### config.mk
export PLATFORM = sky130hd
export DESIGN_NAME = usb_key_birthday_2000_10_29
export DESIGN_NICKNAME = d
export VERILOG_FILES = /design/src/rtl/usb_key_birthday_2000_10_29_pkg.sv /design/src/rtl/usb_key_birthday_2000_10_29_uart_tx.sv /design/src/rtl/usb_key_birthday_2000_10_29.sv
export SDC_FILE = /design/constraint.sdc
export NUM_CORES = 1
export LEC_CHECK = 0
export BUFFER_PORTS_ARGS = -buffer_cell sky130_fd_sc_hd__buf_2
export CORE_AREA = 5 5 66 112
export CTS_CLUSTER_SIZE = 30
export DETAILED_ROUTE_END_ITERATION = 16
export DIE_AREA = 0 0 71 117
export PLACE_DENSITY = 0.65
export SETUP_SLACK_MARGIN = 0.2
export SLEW_MARGIN = 20
export SYNTH_ARGS = -nofsm -noshare
export SYNTH_HDL_FRONTEND = slang
export SYNTH_SLANG_ARGS = --single-unit
### constraint.sdc
create_clock -name clk -period 5.9 [get_ports clk]
set_input_delay 1.18 -clock clk [delete_from_list [all_inputs] [get_ports clk]]
set_output_delay 1.18 -clock clk [all_outputs]
set_load 0.01 [all_outputs]
### src/rtl/usb_key_birthday_2000_10_29_pkg.sv
// Shared definitions for the birthday-message key: controller states and the
// fixed ASCII message "2000_10_29".
package usb_key_birthday_pkg;

    typedef enum logic [1:0] {
        ST_IDLE = 2'd0,
        ST_SEND = 2'd1,
        ST_NEXT = 2'd2
    } ctrl_state_t;

    localparam int MSG_LEN = 10;

    // Packed so that element 0 is the first byte on the wire.
    localparam logic [MSG_LEN-1:0][7:0] MSG_BYTES = {
        8'h39, 8'h32, 8'h5F, 8'h30, 8'h31,
        8'h5F, 8'h30, 8'h30, 8'h30, 8'h32
    };

    function automatic logic [7:0] msg_byte(input logic [3:0] idx);
        if (idx < 4'(MSG_LEN)) begin
            return MSG_BYTES[idx];
        end
        return 8'hFF;
    endfunction

endpackage

### src/rtl/usb_key_birthday_2000_10_29_uart_tx.sv
// 8N1 UART transmitter, LSB first. 'done' pulses one clock before the stop bit
// ends so the caller can queue the next byte with no idle gap between frames.
module uart_tx #(
    parameter int BIT_CYCLES = 434
) (
    input  logic       clk,
    input  logic       rst_n,
    input  logic       start,
    input  logic [7:0] data,
    output logic       tx,
    output logic       busy,
    output logic       done
);

    localparam int BIT_W = (BIT_CYCLES > 1) ? $clog2(BIT_CYCLES) : 1;

    logic [BIT_W-1:0] baud_cnt_reg;
    logic [3:0]       bit_idx_reg;
    logic [8:0]       shift_reg;
    logic             tx_reg;
    logic             busy_reg;

    logic bit_end;
    logic frame_last;
    logic accept;

    assign bit_end    = busy_reg && (baud_cnt_reg == BIT_W'(BIT_CYCLES - 1));
    assign frame_last = bit_end && (bit_idx_reg == 4'd9);
    assign done       = busy_reg && (bit_idx_reg == 4'd9) &&
                        (baud_cnt_reg == BIT_W'(BIT_CYCLES - 2));
    // A new frame may begin on the very clock the previous stop bit finishes.
    assign accept     = start && (!busy_reg || frame_last);

    always_ff @(posedge clk or posedge rst_n) begin
        if (rst_n) begin
            baud_cnt_reg <= '0;
            bit_idx_reg  <= '0;
            shift_reg    <= '1;
            tx_reg       <= 1'b1;
            busy_reg     <= 1'b0;
        end else if (accept) begin
            baud_cnt_reg <= '0;
            bit_idx_reg  <= '0;
            shift_reg    <= {1'b1, data};
            tx_reg       <= 1'b0;
            busy_reg     <= 1'b1;
        end else if (frame_last) begin
            baud_cnt_reg <= '0;
            bit_idx_reg  <= '0;
            tx_reg       <= 1'b1;
            busy_reg     <= 1'b0;
        end else if (bit_end) begin
            baud_cnt_reg <= '0;
            bit_idx_reg  <= bit_idx_reg + 4'd1;
            tx_reg       <= shift_reg[0];
            shift_reg    <= {1'b1, shift_reg[8:1]};
        end else if (busy_reg) begin
            baud_cnt_reg <= baud_cnt_reg + BIT_W'(1);
        end
    end

    assign tx   = tx_reg;
    assign busy = busy_reg;

endmodule

### src/rtl/usb_key_birthday_2000_10_29.sv
// Push-button to UART: each debounced press sends "2000_10_29" once.
// Holds the key synchronizer, the debouncer and the message sequencer.
module usb_key_birthday_2000_10_29
    import usb_key_birthday_pkg::*;
#(
    parameter int CLK_FREQ_HZ     = 50_000_000,
    parameter int BAUD_RATE       = 115_200,
    parameter int DEBOUNCE_CYCLES = 1_000_000
) (
    input  logic clk,
    input  logic rst_n,
    input  logic key,
    output logic tx
);

    localparam int BIT_CYCLES = CLK_FREQ_HZ / BAUD_RATE;
    localparam int DEB_W      = (DEBOUNCE_CYCLES > 1) ? $clog2(DEBOUNCE_CYCLES) : 1;

    logic             key_meta_reg;
    logic             key_sync_reg;
    logic [DEB_W-1:0] deb_cnt_reg;
    logic             held_reg;
    logic             press_reg;
    ctrl_state_t      state_reg;
    logic [3:0]       idx_reg;

    logic       uart_start;
    logic [7:0] uart_data;
    logic       uart_busy;
    logic       uart_done;
    logic       deb_full;

    always_ff @(posedge clk or posedge rst_n) begin
        if (rst_n) begin
            key_meta_reg <= 1'b1;
            key_sync_reg <= 1'b1;
        end else begin
            key_meta_reg <= key;
            key_sync_reg <= key_meta_reg;
        end
    end

    assign deb_full = (deb_cnt_reg == DEB_W'(DEBOUNCE_CYCLES - 1));

    // held_reg remembers that this low period already fired, so a long hold
    // at the saturated count yields only one pulse.
    always_ff @(posedge clk or posedge rst_n) begin
        if (rst_n) begin
            deb_cnt_reg <= '0;
            held_reg    <= 1'b0;
            press_reg   <= 1'b0;
        end else if (key_sync_reg) begin
            deb_cnt_reg <= '0;
            held_reg    <= 1'b0;
            press_reg   <= 1'b0;
        end else begin
            if (!deb_full) begin
                deb_cnt_reg <= deb_cnt_reg + DEB_W'(1);
            end
            press_reg <= deb_full && !held_reg;
            if (deb_full) begin
                held_reg <= 1'b1;
            end
        end
    end

    always_ff @(posedge clk or posedge rst_n) begin
        if (rst_n) begin
            state_reg <= ST_IDLE;
            idx_reg   <= '0;
        end else begin
            case (state_reg)
                ST_IDLE: begin
                    idx_reg <= '0;
                    if (press_reg) begin
                        state_reg <= ST_SEND;
                    end
                end
                ST_SEND: begin
                    if (uart_done) begin
                        if (idx_reg == 4'(MSG_LEN - 1)) begin
                            state_reg <= ST_IDLE;
                            idx_reg   <= '0;
                        end else begin
                            state_reg <= ST_NEXT;
                            idx_reg   <= idx_reg + 4'd1;
                        end
                    end else if (!uart_busy) begin
                        state_reg <= ST_IDLE;
                        idx_reg   <= '0;
                    end
                end
                ST_NEXT: begin
                    state_reg <= ST_SEND;
                end
                default: begin
                    state_reg <= ST_IDLE;
                    idx_reg   <= '0;
                end
            endcase
        end
    end

    // NEXT coincides with the final stop-bit clock, so the next byte is
    // accepted exactly as the previous frame ends.
    assign uart_start = ((state_reg == ST_IDLE) && press_reg) || (state_reg == ST_NEXT);
    assign uart_data  = msg_byte(idx_reg);

    uart_tx #(
        .BIT_CYCLES(BIT_CYCLES)
    ) u_uart_tx (
        .clk  (clk),
        .rst_n(rst_n),
        .start(uart_start),
        .data (uart_data),
        .tx   (tx),
        .busy (uart_busy),
        .done (uart_done)
    );

endmodule

Word level (Yosys, flattened, before mapping) --
Memory sizes are Yosys's and may differ from the RTL's. Cells that the tools add are included.
Storage, ports and cells: flip-flop bits (word level) 54, bits in latches 0, bits in writable memories 0, memory bits (read-only) 128, input port bits 3, output and inout port bits 1, word-level logic and storage cells 84, memories kept 1
Operators by class: add/sub/neg operators 4, $mul 0, divide/modulo/power cells 0, magnitude comparators 2, equal/unequal tests 11, shifts and indexed selects 0, mux-type cells 33, bitwise operators 1, reduce and logical (&&, ||, !) cells 20
Memories:
- (no name shown) | depth 16, bits a word 8, rd ports 1, clocked after memory_dff 0, wr ports 0, line usb_key_birthday_2000_10_29_pkg.sv:21 | return MSG_BYTES[idx];
Operators by type and width (count):
- 9-bit 2-to-1 mux | 7
- 20-bit 2-to-1 mux | 2
- 4-bit 2-to-1 mux | 6
- 8-bit 2-to-1 mux | 3
- 20-bit by 1-bit adder with 20-bit output, second input constant | 1
- 20-bit equality test, second input constant | 1
- 9-bit equality test, second input constant | 2
- 9-bit by 1-bit adder with 9-bit output, second input constant | 1
- 1-bit 2-to-1 mux | 9
- 4-bit by 1-bit adder with 4-bit output, second input constant | 2
- 4-bit equality test, second input constant | 2
- 2-bit 2-to-1 mux | 4
- 4-bit one-hot mux with 2 select lines | 1
- 1-bit logical AND | 7
- 2-bit != test, second input constant | 3
- 2-bit one-hot mux with 3 select lines | 1
- 2-bit AND reduction | 3
- 2-bit nonzero test | 3
- 4-bit by 5-bit < comparator with 1-bit output, second input constant | 1
- 4-bit < comparator, second input constant | 1
- 4-bit nonzero test | 1
- 3-bit by 2-bit != test with 1-bit output, second input constant | 1
- 3-bit nonzero test | 1
- 2-bit by 1-bit equality test with 1-bit output, second input constant | 1
- 5 further kinds | 7

Logic depth before layout (Yosys ltp) --
Gate-level depths: netlist of run 1.
depth in word-level cells 7, depth in mapped cells 8

Hierarchy --
Synthesis of run 1 repeated with hierarchy kept, for this count alone.
Second synthesis, totals: cell total of the unflattened synthesis 307, area total of the unflattened synthesis 2927.8 um2
Modules (own cells, without submodules):
- usb_key_birthday_2000_10_29 | instances 1, cells an instance 171, area an instance 1585.3 um2, sequential area each 753.2 um2
- uart_tx | instances 1, cells an instance 136, area an instance 1342.5 um2, sequential area each 586.8 um2

Worst setup path before layout of run 1 --
No wires, ideal clock.
kind flip-flop to flip-flop, from reg deb_cnt_reg[12], to reg deb_cnt_reg[3], arrival time 1911 ps, required time 5771 ps, setup slack 3860 ps, stages on the path, launching flop included 7, buffers on the path 1, clock period less this slack 2040 ps, cell sequence dfrtp_1 -> or4_1 -> or4_1 -> buf_6 -> o2111ai_1 -> xor2_1 -> nor2_1
Between the ends: longest elaborated chain between the ends 2
RTL lines:
- start: declaration | line usb_key_birthday_2000_10_29.sv:21 | logic [DEB_W-1:0] deb_cnt_reg;
- start signal: assignment | line usb_key_birthday_2000_10_29.sv:58 | deb_cnt_reg <= deb_cnt_reg + DEB_W'(1);
- 20-bit equality test | line usb_key_birthday_2000_10_29.sv:43 | assign deb_full = (deb_cnt_reg == DEB_W'(DEBOUNCE_CYCLES - 1));
- 2-bit != test (no source line)
Every way passes these cells. A chain may end at the register's enable or synchronous reset.

Worst setup path in the final report of run 1 --
from reg deb_cnt_reg[12], to reg deb_cnt_reg[2]
Same word-level chain as after synthesis.

==> metrics, run 1 <==
CP Class flip-flop to flip-flop; clk_lat worst skew approximately 0.29 ns; Logic pwr share 1.7%; Hold Path Cell Cnt 0; Fin. Hold Viols 0; Die Wd between 70 and 80 um; met2 WL post-DR ~2.8 mm; max cap viols 0; Slew Viols, Final 0; Main synth FF type dfrtp_1; #FFs+latches synth 53; initial antenna violation count 0; DP Cell Count ~360; most frequent CP cell or4_1; number of warnings issued by yosys 0; hold crit path type flip-flop to flip-flop; first-pass GRT wire length approximately 9 mm; Syn Std Cell Area approximately 2800 sq um; Die ar. 8307 sq um; arrival time of the worst setup path around 2.4 ns; Total GRT Usage about an eighth; crit path time final roughly 2.2 ns; DPL Wire Length between 3 and 4 mm; max_slew headroom approximately two fifths; Setup Buffers After CTS 0; Via Count about 2000; Slowest-stage cell, CP or4_1; commonest non-fill, non-tap cell in the layout nor2_1; Reg clk slew, reported paths about 0.070 ns; Mapped Cells 288; post-route insts no fill 370; met3 routed WL approximately 85 um; status finished clean; CTS max path bufs 2; Sw Ratio 21.28%; RSZ-0062 raised after global routing no; EDFF count, synth 0; Fin Setup TNS 0 ns; Clock Power Share between 40% and 50%; Async S/R FF share, synth between 90% and 100%; Yosys top cell by area dfrtp_1; Final ANT Viol Nets 0; post-route clock period utilization between 30% and 40%; M1 WL between 2 and 2.5 mm; Iter 0 DRT Violations just under 100; clock tree from TritonCTS built; Port Buffers 3; top fanout value on the critical path 7; P_leak between 1 and 1.5 nW; setup violators final 0; drt wl/cell ~13 um; Root Driver clkbuf_16; Site Rows 39; # DRC 0; WP data required ~6.1 ns; DRT Wirelength 4.993 mm; post-synth cell types 54; largest net degree at the start of global routing between 50 and 60; Max Freq 0.4459 GHz; dpl cell area 2838 sq um; Num CTS Buffers 5; clock skew about 0.0049 ns; # IOs 4; Critical Path Start Type flip-flop; Peak VDD IR 0.0001463 V; Syn Area/Cell about 9.6 sq um; Via density 5.384; htree depth 2; clock sink total 53; Core Region 6441 sq um; share of cells above drive strength 1 10.42%; routability cong. slightly above 0.8; max FFs per register 20; Hold-fix buffers, CTS 0; # diodes 0; reg2reg path depth 5; tightest hold margin between 0.3 and 0.4 ns; number of detailed-route iterations in the first pass 4; Finished Cell Area between 2000 and 3000 sq um; most frequent cells in the layout nor2_1, dfrtp_1, nand2_1; type of element capturing the critical path flip-flop; internal cell power 524.8 uW; Worst Tran Pin Value just under 0.9 ns; sequential share of power a little under three fifths; Top Layer Used met4; Starting Density 43.14%; final net count 300; Synth-to-Final Area Change 7.474%; post-synth top area share between 30% and 40%; Critical Path Stages 5; WP buf/inv 0; crit-path cells or4_1 -> or4_1 -> o21ai_0 -> xor2_1 -> nor2_1; NetSw about 140 uW; Resized cells post-CTS 0; Synthesized Nets about 300; CP max stage delay 0.65 ns; Final Power roughly 670 uW; vias in the first global route 2004; sequential area share after synthesis between 40% and 50%; top post-synthesis cells by area dfrtp_1, dfstp_2, nor2_1, xor2_1, ha_1; total congestion overflow 0; Die H about 120 um; delay-heaviest family, CP simple AND/OR/NAND/NOR gates; pwr dens approximately 220 nW/um^2
worst paths after layout:
path / slack, ns / to / from
min in group asynchronous: 1.04 / u_uart_tx.baud_cnt_reg[5] / rst_n
worst min register to register: 0.36 / key_sync_reg / key_meta_reg
max in group asynchronous: 4.33 / u_uart_tx.baud_cnt_reg[0] / rst_n
worst min-delay path: 0.36 / key_sync_reg / key_meta_reg
worst max register to register: 3.66 / deb_cnt_reg[2] / deb_cnt_reg[12]
worst max-delay path: 3.66 / deb_cnt_reg[2] / deb_cnt_reg[12]
area by class of cell:
cell class	instances	area, sq um
Sequential cell	53	1340
Clock buffer	5	125.1
Timing Repair Buffer	3	15.01
Multi-Input combinational cell	216	1355
Inverter	8	31.28
Fill cell	641	3455
Clock inverter	3	17.52
Tap cell	82	102.6
power by group through the flow:
stage	clock network (mW)	logic, mW	registers, mW
after global placement	0	0.0116	0.378
after CTS	0.296	0.0121	0.371
after floorplan	0	0.0103	0.375
after global routing	0.312	0.0138	0.372
final	0.284	0.0112	0.371
after detailed placement	0	0.0122	0.378
layer usage:
metal | global-route usage (%) | up-vias
met3 | 2.137 | 8
li1 | - | 1011
met4 | 5.772 | 0
met2 | 25.36 | 21
met5 | 0 | -
met1 | 13.76 | 952
kinds of logic (layout without fill, tap and decap cells):
| logic type | Yosys count | in the layout | share of synthesized area [%] |
|---|---|---|---|
| compound gates | 52 | 52 | 12.52 |
| xor+xnor | 24 | 24 | 7.564 |
| fa+ha+maj | 10 | 10 | 4.502 |
| buf+inv | 19 | 19 | 3.197 |
| flops | 53 | 53 | 48.22 |
| mux | 3 | 3 | 1.081 |
| simple gates | 127 | 127 | 22.92 |
stage by stage:
stage                     util [%]  worst slack, ns
after floorplan                  -            3.452
after global placement       44.06            3.634
after detailed placement     44.06            3.585
after CTS                    46.27            3.561
after global routing         46.37            3.356
final                        46.37            3.658
Yosys cell counts (2+ instances only):
library cell,count
nor2_1,43
dfrtp_1,42
nand2_1,28
xor2_1,17
o21ai_0,15
dfstp_2,11
a21oi_1,10
ha_1,10
nand3_1,9
nand4_1,9
inv_1,8
clkbuf_1,7
xnor2_1,7
a21o_1,5
and3_1,5
nor3_1,5
nor4_1,4
o2111ai_1,4
or4_1,4
mux2i_1,3
or3_1,3
nand2b_1,2
nor2b_1,2
nor4b_1,2
o21a_1,2
o21bai_1,2
or2_2,2
(Power assumes the default switching activity.)
==> run 2: changes to the inputs <==
--- a/config.mk
+++ b/config.mk
@@ -10,7 +10,7 @@
 export CTS_CLUSTER_SIZE = 30
 export DETAILED_ROUTE_END_ITERATION = 16
 export DIE_AREA = 0 0 71 117
-export PLACE_DENSITY = 0.65
+export PLACE_DENSITY = 0.67
 export SETUP_SLACK_MARGIN = 0.2
 export SLEW_MARGIN = 20
 export SYNTH_ARGS = -nofsm -noshare
==> constraint.sdc (replaced) <==
create_clock -name clk -period 1.9 [get_ports clk]
set_input_delay 0.38 -clock clk [delete_from_list [all_inputs] [get_ports clk]]
set_output_delay 0.38 -clock clk [all_outputs]
set_load 0.01 [all_outputs]
==> metrics, run 2 (same netlist as run 1, synthesis figures left out) <==
Die H 117 um; failing checks setup timing; Starting Density between 40% and 50%; Logic pwr share ~3%; CTS max path bufs 2; Die Wd 71 um; pwr dens 571.9 nW/um^2; clk_lat worst skew approximately 0.29 ns; # diodes 0; Total GRT Usage between 15 and 20%; share of cells above drive strength 1 a little over a third; post-route clock period utilization 107.1%; delay-heaviest family, CP simple AND/OR/NAND/NOR gates; drt wl/cell about 15 um; Place WS -0.1410 ns; CP Class flip-flop to flip-flop; clock skew around 0.011 ns; vias in the first global route about 2500; Sw Ratio 21.45%; Slew Viols, Final 0; number of detailed-route iterations in the first pass 4; status finished, violations left; WP data required 2.07 ns; Root Driver clkbuf_16; Via Count between 2000 and 2500; Port Buffers 3; total congestion overflow 0; Hold-fix buffers, CTS 0; initial antenna violation count 0; Num CTS Buffers 5; most frequent cells in the layout nor2_1, dfrtp_1, buf_4; Reg clk slew, reported paths roughly 0.070 ns; arrival time of the worst setup path 2.20 ns; Clock Power Share 42.3%; Max Freq 0.4914 GHz; Peak VDD IR 0.0003697 V; clock tree from TritonCTS built; crit-path cells or4b_1 -> or4_4 -> buf_6 -> o2111ai_2 -> xor2_1 -> nor2_1; clock sink total 53; # DRC 0; htree depth 2; Fin Setup TNS -0.8098 ns; Core Region between 6000 and 7000 sq um; CP max stage delay 0.51 ns; RSZ-0062 raised after global routing yes; largest net degree at the start of global routing 54; max_slew headroom between 60 and 70%; max cap viols 0; routability cong. 0.8433; hold crit path type input pin to asynchronous set/reset pin; crit path time final 2.035 ns; final net count roughly 350; Worst Tran Pin Value approximately 0.49 ns; DRT Wirelength approximately 6.2 mm; Via density between 5 and 6; WP buf/inv 1; sequential share of power roughly 55%; first-pass GRT wire length ~11 mm; Die ar. 8307 sq um; max FFs per register 20; Final Power between 2 and 2.5 mW; commonest non-fill, non-tap cell in the layout nor2_1; setup violators final 8; Final ANT Viol Nets 0; # IOs 4; Fin. Hold Viols 0; NetSw 451.6 uW; Site Rows 39; Slowest-stage cell, CP or4b_1; top fanout value on the critical path 7; Iter 0 DRT Violations 172; type of element capturing the critical path flip-flop; PnR worst setup slack -0.1348 ns; P_leak 1.630 nW; Critical Path Start Type flip-flop; internal cell power between 1.5 and 2 mW; Synth-to-Final Area Change 32.46%; DPL Wire Length 4.188 mm
==> run 2: cell count changes in the layout (fill, tap and decap cells not counted), sizes merged <==
cell / change
a211oi: +1
buf: +46
clkinv: -3
clkinvlp: +1
inv: +1
clkbuf: +1
==> run 2: worst register-to-register path: stages (launching register included) <==
cell and delay [ns]:
dfrtp_1 0.37, or4b_1 0.51, or4_4 0.49, buf_6 0.16
o2111ai_2 0.18, xor2_1 0.16, nor2_1 0.05
==> run 2: power groups by stage <==
| stage | logic [mW] | clock network [mW] | registers (mW) |
|---|---|---|---|
| floorplan | 0.0341 | 0 | 1.17 |
| finish | 0.0641 | 0.890 | 1.15 |
| global route | 0.0740 | 0.960 | 1.15 |
| global placement | 0.0583 | 0 | 1.17 |
| detailed placement | 0.0596 | 0 | 1.17 |
| CTS | 0.0594 | 0.915 | 1.15 |
==> run 2: layout make-up <==
class                   count  area, sq um
fillers                   569         2760
multi-input cells         217         1657
flip-flops and latches     53         1345
repair buffers             49        402.9
clock buffers               6        128.9
well taps                  82        102.6
inverters                   8        30.03
clock inverters             2        15.01
==> run 2: routing by layer <==
metal	vias up	GRT usage [%]	share of wire [%]
met5	-	0	0
met2	42	31.43	57
met3	27	2.051	2.1
met1	1148	16.59	36
li1	1106	-	-
met4	0	8.281	4.7
==> run 2: through the flow <==
| stage | utilization, % | hold slack, ns | instance area, sq um | std cells |
|---|---|---|---|---|
| global placement | 49.20 | 0.3468 | 3169 | 396 |
| global route | 57.15 | 0.1542 | 3681 | 417 |
| detailed placement | 49.20 | 0.3488 | 3169 | 396 |
| floorplan | - | 0.3452 | 2848 | 288 |
| CTS | 54.10 | 0.1389 | 3485 | 410 |
| finish | 57.15 | 0.1086 | 3681 | 417 |
==> run 2: repair_timing <==
action | in CTS | in global routing
buffers inserted | 5 | 7
resized for setup | 38 | 31
pin swaps | 21 | 27
gates cloned | 1 | 0
hold endpoints to repair | 0 | 0
setup endpoints to repair | 25 | 32
==> run 2: worst paths after layout <==
| kind | end | cells past startpoint | slack (ns) | from |
|---|---|---|---|---|
| setup reg to reg | deb_cnt_reg[5] | 6 | -0.13 | deb_cnt_reg[10] |
| hold reg to reg | key_sync_reg | 0 | 0.36 | key_meta_reg |
| min in group clk | key_meta_reg | 1 | 0.19 | key |
| hold / removal | u_uart_tx.baud_cnt_reg[7] | 3 | 0.11 | rst_n |
| setup / recovery | deb_cnt_reg[5] | 6 | -0.13 | deb_cnt_reg[10] |
| max in group asynchronous | key_meta_reg | 3 | 1.46 | rst_n |
==> run 3: changes to the inputs <==
--- a/config.mk
+++ b/config.mk
@@ -7,10 +7,9 @@
 export LEC_CHECK = 0
 export BUFFER_PORTS_ARGS = -buffer_cell sky130_fd_sc_hd__buf_2
 export CORE_AREA = 5 5 66 112
-export CTS_CLUSTER_SIZE = 30
 export DETAILED_ROUTE_END_ITERATION = 16
 export DIE_AREA = 0 0 71 117
-export PLACE_DENSITY = 0.67
+export PLACE_DENSITY = 0.65
 export SETUP_SLACK_MARGIN = 0.2
 export SLEW_MARGIN = 20
 export SYNTH_ARGS = -nofsm -noshare
==> constraint.sdc (replaced) <==
create_clock -name clk -period 2.3 [get_ports clk]
set_input_delay 0.46 -clock clk [delete_from_list [all_inputs] [get_ports clk]]
set_output_delay 0.46 -clock clk [all_outputs]
set_load 0.01 [all_outputs]
==> metrics, run 3 (same netlist as run 1, synthesis figures left out) <==
status finished clean; most used routing layer met2; Fin Setup TNS 0 ns; reg2reg path depth 5; # DRC 0; Fin. Hold Viols 0; Port Buffers 3; clock skew roughly 0.0055 ns; Die Wd 71 um; clock sink total 53; # diodes 0; PnR worst setup slack 0.2515 ns; total congestion overflow 0; clock tree from TritonCTS built; most frequent cells in the layout nor2_1, dfrtp_1, nand2_1; Reg clk slew, reported paths roughly 0.070 ns; Max Freq 0.4882 GHz; delay-heaviest family, CP simple AND/OR/NAND/NOR gates; crit path time final just over 2 ns; Worst Tran Pin Value around 0.67 ns; hold crit path type input pin to flip-flop; routability cong. 0.7690; commonest non-fill, non-tap cell in the layout nor2_1; arrival time of the worst setup path 2.21 ns; top fanout value on the critical path 7; Core Region 6441 sq um; max cap viols 0; CTS max path bufs 2; Place WS around 0.094 ns; GR Util met1 15.17%; max_slew headroom 55.54%; max FFs per register 20; Num CTS Buffers 5; Hold Path Cell Cnt 1; type of element capturing the critical path flip-flop; initial antenna violation count 0; DPL Wire Length a little over 4 mm; WP data required 2.46 ns; Slowest-stage cell, CP or4_4; r2r startpoint deb_cnt_reg[15]; Starting Density a little over two fifths; vias in the first global route roughly 2100; clk_lat worst skew about 0.29 ns; final net count around 320; WP buf/inv 0; Synth-to-Final Area Change 13.82%; hold path endpoint key_meta_reg; Finished Cell Area ~3200 sq um; htree depth 2; first-pass GRT wire length just under 10 mm; CP max stage delay between 0.5 and 0.6 ns; P_leak between 1 and 1.5 nW; Peak VDD IR between 0.0004 and 0.0005 V; Site Rows 39; Critical Path Start Type flip-flop; RSZ-0062 raised after global routing yes; worst r2r dst deb_cnt_reg[5]; Global Route met3 Usage between 3 and 4%; GR Layer Usage met2 between 20 and 30%; number of detailed-route iterations in the first pass 4; Die ar. 8307 sq um; Iter 0 DRT Violations between 80 and 90; hold_sp key; Via Count just over 2000; Root Driver clkbuf_16; internal reg-to-reg setup slack 0.25 ns; post-route clock period utilization just under 90%; dpl cell area approximately 3000 sq um; Hold-fix buffers, CTS 0; pwr dens around 540 nW/um^2; # IOs 4; CP Class flip-flop to flip-flop; Final ANT Viol Nets 0; setup violators final 0; Total GRT Usage 14.83%; Die H between 100 and 150 um; Critical Path Stages 5; share of cells above drive strength 1 ~18%; Final Power 1.723 mW; drt wl/cell 14.21 um; Slew Viols, Final 0; largest net degree at the start of global routing between 50 and 60; Via density about 5.3; DRT Wirelength 5.556 mm; crit-path cells or4b_1 -> or4_4 -> o2111ai_1 -> xor2_1 -> nor2_1
[run 3: per-stage QoR]
step,cells,hold slack (ns),util [%]
finish,391,0.2638,49.11
global route,391,0.2517,49.11
CTS,387,0.2549,48.41
detailed placement,379,0.3479,46.04
global placement,379,0.3464,46.04
floorplan,288,0.3452,-
[run 3: power by group]
group	leakage, nW	switching (mW)	internal (mW)	total, mW
clock	0.0631	0.331	0.404	0.735
combinational	0.599	0.0270	0.0113	0.0383
sequential	0.697	0.00993	0.940	0.950
total	1.36	0.368	1.36	1.72
[run 3: area by class of cell]
class,instances,area (sq um)
Timing Repair Buffer,24,172.7
Multi-Input combinational cell,216,1373
Inverter,8,30.03
Clock buffer,6,128.9
Fill cell,653,3278
Clock inverter,2,15.01
Tap cell,82,102.6
Sequential cell,53,1341
[run 3: worst max-delay path by stage]
| stage | end | start | slack, ns |
|---|---|---|---|
| 6_report | deb_cnt_reg[5] | deb_cnt_reg[15] | 0.25 |
| 2_1_floorplan | deb_cnt_reg[3] | deb_cnt_reg[12] | 0.26 |
| 3_3_place_gp | deb_cnt_reg[5] | deb_cnt_reg[11] | 0.14 |
| 5_1_grt | deb_cnt_reg[5] | deb_cnt_reg[15] | 0.17 |
| 3_5_place_dp | u_uart_tx.shift_reg[6] | u_uart_tx.baud_cnt_reg[1] | 0.09 |
| 4_1_cts | deb_cnt_reg[3] | deb_cnt_reg[11] | 0.22 |
[run 3: repair_timing]
action | 4_1_cts | 5_1_grt
endpoints found under the setup margin | 11 | 6
gates resized for setup | 2 | 5
setup buffers | 0 | 4
pin swaps | 0 | 2
[run 3: routing by layer]
layer	vias to the layer above	wire [um]
met5	-	0
met4	0	200
met3	14	89
met2	17	3146
met1	990	2120
li1	1046	-
